[src/rtl/f_d_pipe_reg.sv]
// f_d_pipe_reg: fetch-to-decode pipeline register with stall, flush and exception/interrupt override
module f_d_pipe_reg #(
   parameter logic [31:0] PC_RESET   = 32'h0000_3000,
   parameter logic [31:0] HANDLER_PC = 32'h0000_4180,
   parameter logic [31:0] IM_LO      = 32'h0000_3000,
   parameter logic [31:0] IM_HI      = 32'h0000_6FFC,
   parameter logic [4:0]  EXC_ADEL   = 5'd4
) (
   input  logic        clk,
   input  logic        reset,
   input  logic [31:0] F_PC,
   input  logic [31:0] F_Instr,
   input  logic        F_BD,
   input  logic        HCU_EN_FD,
   input  logic        flush,
   input  logic        req,
   output logic [31:0] D_PC,
   output logic [31:0] D_Instr,
   output logic [4:0]  D_ExcCode,
   output logic        D_BD,
   output logic        D_valid
);
   logic f_exc;
   assign f_exc = (|F_PC[1:0]) || (F_PC < IM_LO) || (F_PC > IM_HI);
   // a flushed slot keeps F_PC so the architectural PC stays monotonic
   always_ff @(posedge clk)
      if (reset) begin
         D_PC      <= PC_RESET;
         D_Instr   <= 32'd0;
         D_ExcCode <= 5'd0;
         D_BD      <= 1'b0;
         D_valid   <= 1'b0;
      end else if (req) begin
         D_PC      <= HANDLER_PC;
         D_Instr   <= 32'd0;
         D_ExcCode <= 5'd0;
         D_BD      <= 1'b0;
         D_valid   <= 1'b0;
      end else if (HCU_EN_FD) begin
         D_PC      <= F_PC;
         D_Instr   <= (flush || f_exc) ? 32'd0 : F_Instr;
         D_ExcCode <= (!flush && f_exc) ? EXC_ADEL : 5'd0;
         D_BD      <= !flush && F_BD;
         D_valid   <= !flush;
      end
endmodule

[config.mk]
export PLATFORM = sky130hd
export DESIGN_NAME = f_d_pipe_reg
export DESIGN_NICKNAME = d
export VERILOG_FILES = /design/src/rtl/f_d_pipe_reg.sv
export SDC_FILE = /design/constraint.sdc
export NUM_CORES = 1
export LEC_CHECK = 0
export CAP_MARGIN = 20
export CORE_UTILIZATION = 39
export CTS_CLUSTER_SIZE = 14
export DETAILED_ROUTE_END_ITERATION = 10
export PLACE_DENSITY_LB_ADDON = 0.08
export SETUP_SLACK_MARGIN = 0.4
export SYNTH_ARGS = -nofsm -noshare
export SYNTH_HDL_FRONTEND = slang
export SYNTH_SLANG_ARGS = --single-unit
[constraint.sdc]
create_clock -name clk -period 2.2 [get_ports clk]
set_input_delay 0.44 -clock clk [delete_from_list [all_inputs] [get_ports clk]]
set_output_delay 0.44 -clock clk [all_outputs]
set_load 0.01 [all_outputs]
==> results.sh <==
export IMPL_path_cells="clkdlybuf4s50_1 -> nor4_4 -> nand3_2 -> or2_4 -> buf_12 -> o21ai_2"
export IMPL_report_final_hold_viol_count=0
export IMPL_layoutNonFillerInstCount=517
export IMPL_die_width_um=86.5
export IMPL_detailed_route_vias_per_instance=4.79
export IMPL_grt_first_pass_wirelength_mm=10.7
export IMPL_powerDensity_nw_per_um2=584
export IMPL_setup_viol_count_final=0
export IMPL_wire_per_inst_um=13.5
export IMPL_first_global_vias=2298
export IMPL_timing_critical_path_from_type="input port"
export IMPL_wl_final_mm=6.96
export IMPL_antenna_left=0
export IMPL_final_min_clock_period_ns=1.75
export IMPL_place_port_buffers=136
export IMPL_tightest_slew_ns=0.589
export IMPL_end_kind="flip-flop"
export IMPL_synth_yosys_seq_area_share=0.481
export IMPL_htreeDepth=3
export IMPL_diodes=0
export IMPL_regArea_um2=1340
export IMPL_postSynthCellCount=283
export IMPL_setup_tns_final_ns=0
export IMPL_critical_path_max_stage_delay_ns=0.46
export IMPL_maxClockFrequency_mhz=570
export IMPL_dp_hpwl_mm=4.51
export IMPL_worstHoldPathType="input port to flip-flop"
export IMPL_cts_tree="built"
export IMPL_clock_skew_ns=0
export IMPL_yosys_reg_bits=67
export IMPL_syn_cell_area_um2=2790
export IMPL_clk_latency_ns=0.32
export IMPL_critical_path_peak_fanout=7
export IMPL_final_core_util=0.662
export IMPL_max_clock_path_buffers=2
export IMPL_dieArea_um2=7490
export IMPL_worst_hold_slack_ns=0.421
export IMPL_synth_top_family_by_area="simple AND/OR/NAND/NOR gates"
export IMPL_std_cell_rows=30
export IMPL_cpMaxStageDelayCell="clkdlybuf4s50_1"
export IMPL_leakage_power_nw=1.68
export IMPL_number_of_antenna_violations_at_the_first_check_in_global_routing=0
export IMPL_nNetsFinal=486
export IMPL_dp_cells=495
export IMPL_floorplan_die_height_um=86.5
export IMPL_numCtsBuffers=9
export IMPL_timing_worst_setup_path_type="input port to flip-flop"
export IMPL_synthesized_area_per_cell_um2=9.85
export IMPL_crit_required_ns=2.46
export IMPL_drcViolationCount=0
export IMPL_layout_area_overhead_vs_synth_pct=62.4
export IMPL_timing_max_cap_violations=0
export IMPL_status="finished clean"
export IMPL_core_area_um2=6830
export IMPL_timing_final_crit_share=0.797
export IMPL_share_of_final_layout_standard_cells_stronger_than_drive_strength_1=0.159
export IMPL_vias_post_dr=2478
export IMPL_overflow=0
export IMPL_muxShareOfSynthArea=0.104
export IMPL_ir_worst_vdd_v=0.000601
export IMPL_worst_setup_hold_path_clk_slew_ns=0.07
export IMPL_synth_xor_area_share=0
export IMPL_gp_congestion=0.704
export IMPL_fill_cell_instance_count_of_the_final_layout=606
export IMPL_worst_relative_slew_slack=0.607
export IMPL_grt_setup_unrepaired="false"
export IMPL_initial_core_util=0.408
export IMPL_synthSimpleGateAreaFrac=0.235
export IMPL_slew_violations=0
export IMPL_crit_path_arrival_time_ns=2.01
export IMPL_multiInputGateArea_um2=1360
export IMPL_synth_cell_type_count=28
export IMPL_number_of_clock_sinks=67
export IMPL_grt_total_usage=0.185
export IMPL_drt_pre_antenna_iters=3
export IMPL_pin_count_of_the_biggest_net_entering_global_routing=66
export IMPL_clk_root_buffer_cell="clkbuf_8"
export IMPL_synth_compound_area_frac=0.123
export IMPL_drt_initial_drc_count=53
export IMPL_adder_and_majority_gate_portion_of_the_synthesized_area=0
export IMPL_postCtsHoldBufs=0
export IMPL_fin_total_pwr_mw=2.64
export IMPL_yosys_warnings=0
export IMPL_floorplan_io_pins=141
## repair_timing
action | in CTS | in global routing
setup buffers | 0 | 5
gates resized for setup | 1 | 9
cloned | 1 | 0
endpoints found under the setup margin | 32 | 32
pin swaps | 1 | 4
## worst max-delay path, delay by kind of cell
| family | cells | cell delay [ns] |
|---|---|---|
| and+or+nand+nor | 3 | 0.83 |
| AOI/OAI and AO/OA | 1 | 0.12 |
| buffers and inverters | 2 | 0.62 |
## cell usage in the layout (no fill, tap or decap), types with 2 or more instances in the layout
cell and count:
nor2_1 31, o21ai_0 3, conb_1 4, clkbuf_8 11, clkinv_2 2, a211oi_1 4
o21ai_2 30, mux2i_1 29, nand3_1 33, dfxtp_1 67, nor4_4 2, buf_4 8
buf_12 4, o21bai_1 2, clkdlybuf4s50_1 132, nand3b_1 34, dlymetal6s2s_1 3, nor2b_1 3
or2_4 2, nor4_2 3
## cells in the mapped netlist (all sizes together)
| cell | instances | area share |
|---|---|---|
| buf | 14 | 0.035 |
| and3b | 1 | 0.0031 |
| nor2 | 32 | 0.043 |
| nor4 | 5 | 0.016 |
| nor3 | 1 | 0.0018 |
| o21ai | 33 | 0.10 |
| a211oi | 4 | 0.011 |
| nand2 | 1 | 0.0013 |
| conb | 1 | 0.0013 |
| a21boi | 1 | 0.0027 |
| or2 | 2 | 0.0054 |
| o211ai | 1 | 0.0027 |
| nor3b | 1 | 0.0027 |
| mux2i | 29 | 0.10 |
| nand3 | 34 | 0.061 |
| nand2b | 1 | 0.0022 |
| o21bai | 2 | 0.0054 |
| clkbuf | 15 | 0.020 |
| a21oi | 1 | 0.0018 |
| nand3b | 34 | 0.092 |
| dfxtp | 67 | 0.48 |
| nor2b | 3 | 0.0067 |
## area by class of cell
cell class              instances  area share
clock buffers                  12      0.0343
repair buffers                147       0.331
well taps                      96      0.0265
multi-input cells             191       0.301
flip-flops and latches         67       0.296
clock inverters                 4      0.0108
## worst paths after layout
kind,startpoint,end,slack (ns),cells after the start
setup / recovery,F_PC[22],D_Instr[21]$_SDFFE_PP0P_,0.45,6
hold / removal,F_PC[19],D_PC[19]$_SDFFE_PP0P_,0.42,3
setup reg to reg,D_PC[14]$_SDFFE_PP0P_,D_PC[14]$_SDFFE_PP0P_,1.37,3
hold reg to reg,D_BD$_SDFFE_PP0P_,D_BD$_SDFFE_PP0P_,0.47,2
## cells by family after synthesis
logic type | Yosys count
mux | 29
buf+inv | 29
flops | 67
simple gates | 115
compound gates | 42
other cells | 1
## power by group
| part | total (mW) | internal (mW) | switching, mW |
|---|---|---|---|
| sequential | 1.25 | 1.24 | 0.0125 |
| combinational | 0.353 | 0.210 | 0.143 |
| clock | 1.04 | 0.584 | 0.453 |
## flip-flops by register name, summed over array words and instances (netlist names)
register / cells
D_Instr: 32
D_PC: 32
D_BD: 1
D_ExcCode: 1
D_valid: 1
## routing by layer
layer  wire, um  GRT usage  vias up
li1           -          -     1252
met1       3070      0.225     1136
met2       3250      0.296       86
met3        591     0.0714        4
met4         53     0.0727        0
met5          0          0        -
## stage by stage
step                      setup WS [ns]  instance area, um2
after floorplan                   0.765                2800
after global placement           0.0140                4200
after detailed placement        -0.0166                4200
after CTS                         0.373                4410
after global routing              0.393                4520
final                             0.446                4520
Power figures use the tool's default switching activity.
==> variant (same settings) <==
Register the output `D_Instr` once more, without a reset; this adds one clock of latency there. The other outputs are not delayed to match.
--- a/src/rtl/f_d_pipe_reg.sv
+++ b/src/rtl/f_d_pipe_reg.sv
@@ -20,28 +20,34 @@
    output logic        D_BD,
    output logic        D_valid
 );
+
+   logic [31:0] D_Instr_s0;
    logic f_exc;
    assign f_exc = (|F_PC[1:0]) || (F_PC < IM_LO) || (F_PC > IM_HI);
    // a flushed slot keeps F_PC so the architectural PC stays monotonic
    always_ff @(posedge clk)
       if (reset) begin
          D_PC      <= PC_RESET;
-         D_Instr   <= 32'd0;
+         D_Instr_s0 <= 32'd0;
          D_ExcCode <= 5'd0;
          D_BD      <= 1'b0;
          D_valid   <= 1'b0;
       end else if (req) begin
          D_PC      <= HANDLER_PC;
-         D_Instr   <= 32'd0;
+         D_Instr_s0 <= 32'd0;
          D_ExcCode <= 5'd0;
          D_BD      <= 1'b0;
          D_valid   <= 1'b0;
       end else if (HCU_EN_FD) begin
          D_PC      <= F_PC;
-         D_Instr   <= (flush || f_exc) ? 32'd0 : F_Instr;
+         D_Instr_s0 <= (flush || f_exc) ? 32'd0 : F_Instr;
          D_ExcCode <= (!flush && f_exc) ? EXC_ADEL : 5'd0;
          D_BD      <= !flush && F_BD;
          D_valid   <= !flush;
       end
+   always_ff @(posedge clk) begin
+       D_Instr <= D_Instr_s0;
+   end
+
 endmodule
 
Function: changed (a bounded check fails within 4 cycles, from zero or initial values and one cycle with reset high).
==> variant against the unedited design <==
- sequential cell count rose by 32
- hold slack got worse by 72 ps
- count of clock-buffer cells in the layout fell by 3
- synthesized area rose by 6.6%
- wire length fell by 2.8%
- setup slack improved by 40 ps
- clock power rose by 51%
- non-clock buffer count rose by 7
- via count fell by 8.9%
- combinational power fell by 14%
- final area rose by 7.6%
- power rose by 40%
- fmax rose by 2.3%
- highest routed layer unchanged
==> variant: results (changes against the unedited design) <==
[outcome]
status=completed  ; unchanged

[pwr]
leakage_uw=0.00198  ; was 0.00168 µW
p_per_area_mw_per_mm2=760  ; was 584 mW/mm²
p_sw_uw=710  ; was 609 µW

[place]
place_inst=472  ; was 495
hpwl_mm=4.75  ; was 4.51 mm
dpl_worst_slack_ps=-230  ; was -16.6 ps
place_area_mm2=0.00448  ; was 0.00420 mm²
gp_congestion=0.718  ; was 0.704

[sta]
skew_ps=4.73  ; was 0 ps
tightest_slew_ps=520  ; was 589 ps

[synthesis]
synth.area.top_cells=dfxtp_1 67%, mux2i_1 9.8%, a22o_1 9.4%, nor2_1 4.0%, a211oi_1 1.3%  ; was dfxtp_1 48%, mux2i_1 10%, o21ai_2 9.4%, nand3b_1 9.2%, nand3_1 6.1%
muxShareOfSynthArea=0.0977  ; was 0.104
synth_top_family_by_area=compound AO/OA/AOI/OAI gates  ; was simple AND/OR/NAND/NOR gates
syn-instance-count=237  ; was 283

[cells_and_area]
final_nets=458  ; was 486
reg.largest.list=D_Instr (32), D_Instr_s0 (32), D_PC (32)  ; was D_Instr (32), D_PC (32)
drive_gt1_frac=0.110  ; was 0.159
instances_no_fill=491  ; was 517

[clocking]
post-cts-setup-buffers=1  ; was 0
clk_pin_slew_ps=90  ; was 70 ps
insertion_delay_ps=350  ; was 320 ps

[route]
met1Wirelength_mm=2.93  ; was 3.07 mm
wl_met2_mm=3.22  ; was 3.25 mm
wl_per_cell_um=13.8  ; was 13.5 µm

[hold_path]
min_from=D_Instr_s0[12]  ; was F_PC[19]
hold_path_class=flop to flop  ; was input port to flop

[setup_path]
r2r_start=D_PC[8]  ; was D_PC[14]
crit_start=reset  ; was F_PC[22]

[global_routing]
use_met2=0.285  ; was 0.296
grt_use_total=0.172  ; was 0.185
grt_util_met3=0.0748  ; was 0.0714
grt_pass1_vias=2099  ; was 2,298

variant: cell types whose count changed after synthesis, moves of 4 or more:
cell      before  now
dfxtp_1       67   99
a22o_1         0   32
clkbuf_1      15    6
nand3_1       34    1
nand3b_1      34    1
o21ai_2       30    0
buf_2          6    2
variant: path summary, 6_finish.rpt:
kind | slack (ps) | endpoint | depth (start not counted)
worst max register to register | 1350 | D_PC[8] | 3
worst min register to register | 350 | D_Instr[12] | 0
worst max-delay path | 490 | D_Instr_s0[27] | 7
worst min-delay path | 350 | D_Instr[12] | 0
variant: final cells by class:
type	count	area (µm²)
repair buffers	154	1550
clock inverters	6	161
fillers	589	2420
multi-input cells	124	932
flip-flops and latches	99	1980
clock buffers	9	124
well taps	99	124
variant: worst max-delay path, cell delays in order:
cell and delay, ps:
dlygate4sd2_1 240, or2_4 250, or3b_4 410, nor4_4 220, buf_6 180, buf_8 130
a22o_1 130
